**config.mk**
```make
export PLATFORM = sky130hd
export DESIGN_NAME = led_write_arbiter_flat
export DESIGN_NICKNAME = d
export VERILOG_FILES = /design/src/rtl/led_write_arbiter_pkg.sv /design/src/rtl/led_write_arbiter_if.sv /design/src/rtl/rr_pick4.sv /design/src/rtl/led_write_arbiter.sv /design/src/flat_wrapper.sv
export SDC_FILE = /design/constraint.sdc
export NUM_CORES = 1
export LEC_CHECK = 0
export ABC_AREA = 1
export CAP_MARGIN = 0
export CORE_MARGIN = 2
export CORE_UTILIZATION = 40
export DETAILED_ROUTE_END_ITERATION = 8
export GPL_ROUTABILITY_DRIVEN = 0
export PLACE_DENSITY = 0.74
export SYNTH_ARGS = -nofsm -noshare
export SYNTH_HDL_FRONTEND = slang
export SYNTH_SLANG_ARGS = --single-unit
```
**constraint.sdc**
```tcl
create_clock -name clk50m_i -period 3.4 [get_ports clk50m_i]
set_input_delay 0.85 -clock clk50m_i [delete_from_list [all_inputs] [get_ports clk50m_i]]
set_output_delay 0.85 -clock clk50m_i [all_outputs]
set_load 0.05 [all_outputs]
```
**src/rtl/led_write_arbiter_pkg.sv**
```systemverilog
// Shared definitions for the LED write arbiter: FSM state encodings and requester geometry.
package led_write_arbiter_pkg;

    localparam int NUM_REQ = 4;
    localparam int SLICE_W = 4;

    typedef enum logic [1:0] {
        ST_IDLE  = 2'd0,
        ST_GRANT = 2'd1,
        ST_HOLD  = 2'd2
    } state_t;

endpackage

```
**src/rtl/led_write_arbiter_if.sv**
```systemverilog
// Requester/LED-register bundle seen by the arbiter; the slave side is the arbiter itself.
interface led_write_arbiter_if;
    import led_write_arbiter_pkg::*;

    logic [NUM_REQ-1:0]         req_i;
    logic [NUM_REQ*SLICE_W-1:0] data_i;
    logic [NUM_REQ-1:0]         ack_o;
    logic                       en_o;
    logic [SLICE_W-1:0]         d_o;
    logic                       busy_o;

    modport master (
        output req_i, data_i,
        input  ack_o, en_o, d_o, busy_o
    );

    modport slave (
        input  req_i, data_i,
        output ack_o, en_o, d_o, busy_o
    );

endinterface

```
**src/rtl/rr_pick4.sv**
```systemverilog
// Combinational 4-way round-robin picker: first pending request after 'last', wrapping.
module rr_pick4 (
    input  logic [3:0] req,
    input  logic [1:0] last,
    output logic       valid,
    output logic [1:0] idx
);

    logic [1:0] cand;

    // Walk from lowest to highest priority so the last hit is the winner.
    always_comb begin
        valid = |req;
        idx   = last;
        cand  = last;
        for (int i = 4; i >= 1; i--) begin
            cand = last + 2'(i);
            if (req[cand]) begin
                idx = cand;
            end
        end
    end

endmodule

```
**src/rtl/led_write_arbiter.sv**
```systemverilog
// Shares the single enable-gated LED register among four requesters, one write per grant,
// with a programmable hold gap after every write so each value stays visible.
module led_write_arbiter
    import led_write_arbiter_pkg::*;
#(
    parameter int HOLD_CYCLES = 4,
    parameter int CNT_W       = 3
) (
    input  logic              clk50m_i,
    input  logic              rst_i,
    led_write_arbiter_if.slave bus
);

    // state | meaning
    // IDLE  | waiting for any request; all outputs low
    // GRANT | one-cycle write of the winner's slice, ack pulse
    // HOLD  | gap of HOLD_CYCLES cycles before the next arbitration

    localparam int                HOLD_LOAD_I = (HOLD_CYCLES > 0) ? HOLD_CYCLES - 1 : 0;
    localparam logic [CNT_W-1:0]  HOLD_LOAD   = CNT_W'(HOLD_LOAD_I);

    state_t               state_q;
    logic [1:0]           last_q;
    logic [CNT_W-1:0]     cnt_q;
    logic [NUM_REQ-1:0]   ack_q;
    logic                 en_q;
    logic [SLICE_W-1:0]   d_q;
    logic                 busy_q;

    logic                 pick_valid;
    logic [1:0]           pick_idx;

    rr_pick4 u_pick (
        .req   (bus.req_i),
        .last  (last_q),
        .valid (pick_valid),
        .idx   (pick_idx)
    );

    always_ff @(posedge clk50m_i) begin
        if (rst_i) begin
            state_q <= ST_IDLE;
            last_q  <= 2'd3;
            cnt_q   <= '0;
            ack_q   <= '0;
            en_q    <= 1'b0;
            d_q     <= '0;
            busy_q  <= 1'b0;
        end else begin
            ack_q <= '0;
            en_q  <= 1'b0;
            d_q   <= '0;
            case (state_q)
                ST_IDLE: begin
                    if (pick_valid) begin
                        state_q <= ST_GRANT;
                        ack_q   <= NUM_REQ'(1) << pick_idx;
                        en_q    <= 1'b1;
                        d_q     <= bus.data_i[{pick_idx, 2'b00} +: SLICE_W];
                        last_q  <= pick_idx;
                        busy_q  <= 1'b1;
                    end
                end
                ST_GRANT: begin
                    if (HOLD_CYCLES == 0) begin
                        state_q <= ST_IDLE;
                        busy_q  <= 1'b0;
                    end else begin
                        state_q <= ST_HOLD;
                        cnt_q   <= HOLD_LOAD;
                    end
                end
                ST_HOLD: begin
                    if (cnt_q == '0) begin
                        state_q <= ST_IDLE;
                        busy_q  <= 1'b0;
                    end else begin
                        cnt_q <= cnt_q - 1'b1;
                    end
                end
                default: begin
                    state_q <= ST_IDLE;
                    busy_q  <= 1'b0;
                end
            endcase
        end
    end

    assign bus.ack_o  = ack_q;
    assign bus.en_o   = en_q;
    assign bus.d_o    = d_q;
    assign bus.busy_o = busy_q;

endmodule

```
**src/flat_wrapper.sv**
```systemverilog
// flat-port wrapper written by rule: the top's interface ports become plain ports
module led_write_arbiter_flat import led_write_arbiter_pkg::*;
#(
    parameter int HOLD_CYCLES = 4,
    parameter int CNT_W       = 3
)
  (clk50m_i, rst_i, bus_req_i, bus_data_i, bus_ack_o, bus_en_o, bus_d_o, bus_busy_o);
  led_write_arbiter_if bus_i ();
  input  logic clk50m_i;
  input  logic rst_i;
  input wire logic [$bits(bus_i.req_i)-1:0] bus_req_i;
  input wire logic [$bits(bus_i.data_i)-1:0] bus_data_i;
  output wire logic [$bits(bus_i.ack_o)-1:0] bus_ack_o;
  output wire logic [$bits(bus_i.en_o)-1:0] bus_en_o;
  output wire logic [$bits(bus_i.d_o)-1:0] bus_d_o;
  output wire logic [$bits(bus_i.busy_o)-1:0] bus_busy_o;
  assign bus_i.req_i = bus_req_i;
  assign bus_i.data_i = bus_data_i;
  assign bus_ack_o = bus_i.ack_o;
  assign bus_en_o = bus_i.en_o;
  assign bus_d_o = bus_i.d_o;
  assign bus_busy_o = bus_i.busy_o;
  led_write_arbiter #(.HOLD_CYCLES(HOLD_CYCLES), .CNT_W(CNT_W)) u_core (.clk50m_i(clk50m_i), .rst_i(rst_i), .bus(bus_i));
endmodule
```
==> results.sh <==
export IMPL_wl_um=2260
export IMPL_clk_pin_slew_ns=0.11
export IMPL_crit_path_end_kind="output pin"
export IMPL_worst_ep_required_time_ns=2.55
export IMPL_cpPeakStageDelay_ns=0.80
export IMPL_synth_top_area_share=0.332
export IMPL_start_util=0.417
export IMPL_tightest_slew_ns=0.601
export IMPL_dp_hpwl_um=1820
export IMPL_syn_cell_area_um2=1020
export IMPL_num_rows=18
export IMPL_synth_flop_cell="dfxtp_1"
export IMPL_clock_skew_ns=0.00540
export IMPL_multi_input_area_um2=499
export IMPL_ys_top_cells_by_count="35 x inv_1, 34 x nand2_1, 20 x nand3_1"
export IMPL_critical_path_class="register to output pin"
export IMPL_path_max_fanout=2
export IMPL_ys_seq_elements=17
export IMPL_power_leakage_nw=0.719
export IMPL_core_area_um2=2450
export IMPL_timing_final_crit_share=0.674
export IMPL_htree_num_levels=1
export IMPL_diodes=0
export IMPL_clkLatencyLatePin_ns=0.29
export IMPL_pre_cts_ws_ns=0.957
export IMPL_crit_buf_inv=1
export IMPL_wl_per_cell_um=10.3
export IMPL_finalHoldViolCount=0
export IMPL_drive_gt1_frac=0.121
export IMPL_final_seq_area_um2=340
export IMPL_irDropWorstVdd_mv=0.562
export IMPL_p_int_mw=0.540
export IMPL_synth_most_common_cell="inv_1"
export IMPL_fin_ws_ns=1.11
export IMPL_p_sw_frac=0.513
export IMPL_slowest_stage="clkdlybuf4s50_1"
export IMPL_grt_ovfl_total=0
export IMPL_nFillCells=248
export IMPL_syn_num_nets=181
export IMPL_yosysTopAreaCell="dfxtp_1"
export IMPL_clockBufferDepth=2
export IMPL_grt_max_degree=12
export IMPL_die_w_um=54.6
export IMPL_syn_to_final_growth_pct=34.7
export IMPL_fin_nets=215
export IMPL_post_cts_resized=0
export IMPL_route_detailed_drc=0
export IMPL_rsz0062_at_grt="no"
export IMPL_p_total_mw=1.11
export IMPL_final_area_um2=1380
export IMPL_avgSynthCellArea_um2=6.53
export IMPL_hold_class="register to register"
export IMPL_post_cts_buffers=0
export IMPL_finalCriticalPeriod_ns=2.29
export IMPL_postCtsHoldBufs=0
export IMPL_path_cells="clkdlybuf4s50_1"
export IMPL_final_core_util=0.562
export IMPL_netlist_cell_type_count=21
export IMPL_setup_violations=0
export IMPL_cts_root_buf="clkbuf_4"
export IMPL_yosys_warnings=0
export IMPL_synth_edf_count=0
export IMPL_clkSinkCount=17
export IMPL_grt_pass1_wl_um=3770
export IMPL_first_global_vias=951
export IMPL_status="completed"
export IMPL_fmax_mhz=436
export IMPL_drtIter0Drc=23
export IMPL_cp_start_kind="register"
export IMPL_synth_seq_area_share=0.332
export IMPL_slew_violations=0
export IMPL_pwr_share_seq=0.271
export IMPL_vias=1000
export IMPL_via_per_inst=4.55
export IMPL_slew_headroom=0.595
export IMPL_synthTopCellsByArea="dfxtp_1 33%, inv_1 13%, nand2_1 12%, nand3_1 9.8%, nor2_1 5.1%"
export IMPL_antenna_found_initial=0
export IMPL_cts_tree="yes"
export IMPL_antenna_left=0
export IMPL_final_setup_tns_ns=0
export IMPL_cap_violations=0
export IMPL_firstDrtPassIters=4
export IMPL_clockPowerShare=0.098
export IMPL_die_y_um=54.6
export IMPL_crit_arrival_ns=1.44
export IMPL_pwr_share_comb=0.631
export IMPL_cts_buffers=3
export IMPL_synthCells=157
export IMPL_io_buffer_count=31
export IMPL_num_io_pins=32
export IMPL_cp_top_family="buffers and inverters"
export IMPL_grt_usage=0.175
export IMPL_powerDensity_nw_per_um2=805
export IMPL_dieArea_um2=2980
export IMPL_async_flop_share=0
export IMPL_placed_area_um2=1350
export IMPL_p_sw_mw=0.570
[logic make-up (layout without fill, tap and decap cells)]
| family | after synthesis | after routing | synth area share |
|---|---|---|---|
| AND/OR/NAND/NOR | 84 | 84 | 0.400 |
| buffers and inverters | 42 | 75 | 0.181 |
| flip-flops | 17 | 17 | 0.332 |
| AO/OA/AOI/OAI | 12 | 12 | 0.0623 |
| adder cells (fa/ha/maj) | 2 | 2 | 0.0244 |
[state kept, by name, summed over array words and instances (netlist names)]
register,count
u_core.last_q,2
u_core.bus.ack_o,4
u_core.state_q,2
u_core.bus.en_o,1
u_core.bus.busy_o,1
u_core.cnt_q,3
u_core.bus.d_o,4
[power groups by stage]
stage,logic (mW),registers [mW],clock network [mW]
after CTS,0.706,0.301,0.113
after global placement,0.692,0.302,0
final,0.701,0.301,0.109
after floorplan,0.430,0.430,0
after detailed placement,0.702,0.304,0
after global routing,0.779,0.306,0.124
[area by class of cell]
type	count	share of cell area
well taps	30	0.0272
clock buffers	3	0.0163
inverters	40	0.118
flip-flops and latches	17	0.247
clock inverters	1	0.00544
multi-input cells	98	0.362
repair buffers	31	0.225
[path summary, 6_finish.rpt]
path | from | to | depth (start not counted) | slack, ns
worst max-delay path | u_core.bus.busy_o | bus_busy_o | 1 | 1.11
worst min-delay path | u_core.cnt_q[0] | u_core.cnt_q[0] | 2 | 0.52
worst max register to register | u_core.last_q[0] | u_core.bus.d_o[2] | 11 | 1.59
worst min register to register | u_core.cnt_q[0] | u_core.cnt_q[0] | 2 | 0.52
[layout by cell type (no fill, tap or decap), drive strengths merged]
| cell type | instances |
|---|---|
| nand3 | 21 |
| a31oi | 1 |
| nor4 | 1 |
| clkinvlp | 1 |
| o21ai | 6 |
| ha | 2 |
| dfxtp | 17 |
| clkbuf | 3 |
| nand2 | 46 |
| a21oi | 4 |
| nor2 | 15 |
| inv | 39 |
| o31ai | 1 |
| nor3 | 1 |
| clkdlybuf4s50 | 31 |
| clkinv | 1 |
[metal layers]
metal  global-route usage  share of wire  wire (µm)  vias up
li1                     -              -          -      541
met1                0.221           0.46       1050      431
met2                0.300           0.49       1110       26
met3               0.0246          0.040         90        2
met4               0.0625         0.0071         16        0
met5                    0              0          0        -
[stage by stage]
step | hold slack [ns] | cells
floorplan | 0.452 | 157
global placement | 0.461 | 216
detailed placement | 0.509 | 216
CTS | 0.524 | 220
global route | 0.563 | 220
finish | 0.523 | 220
No activity file was read; power rests on OpenSTA's default activity.
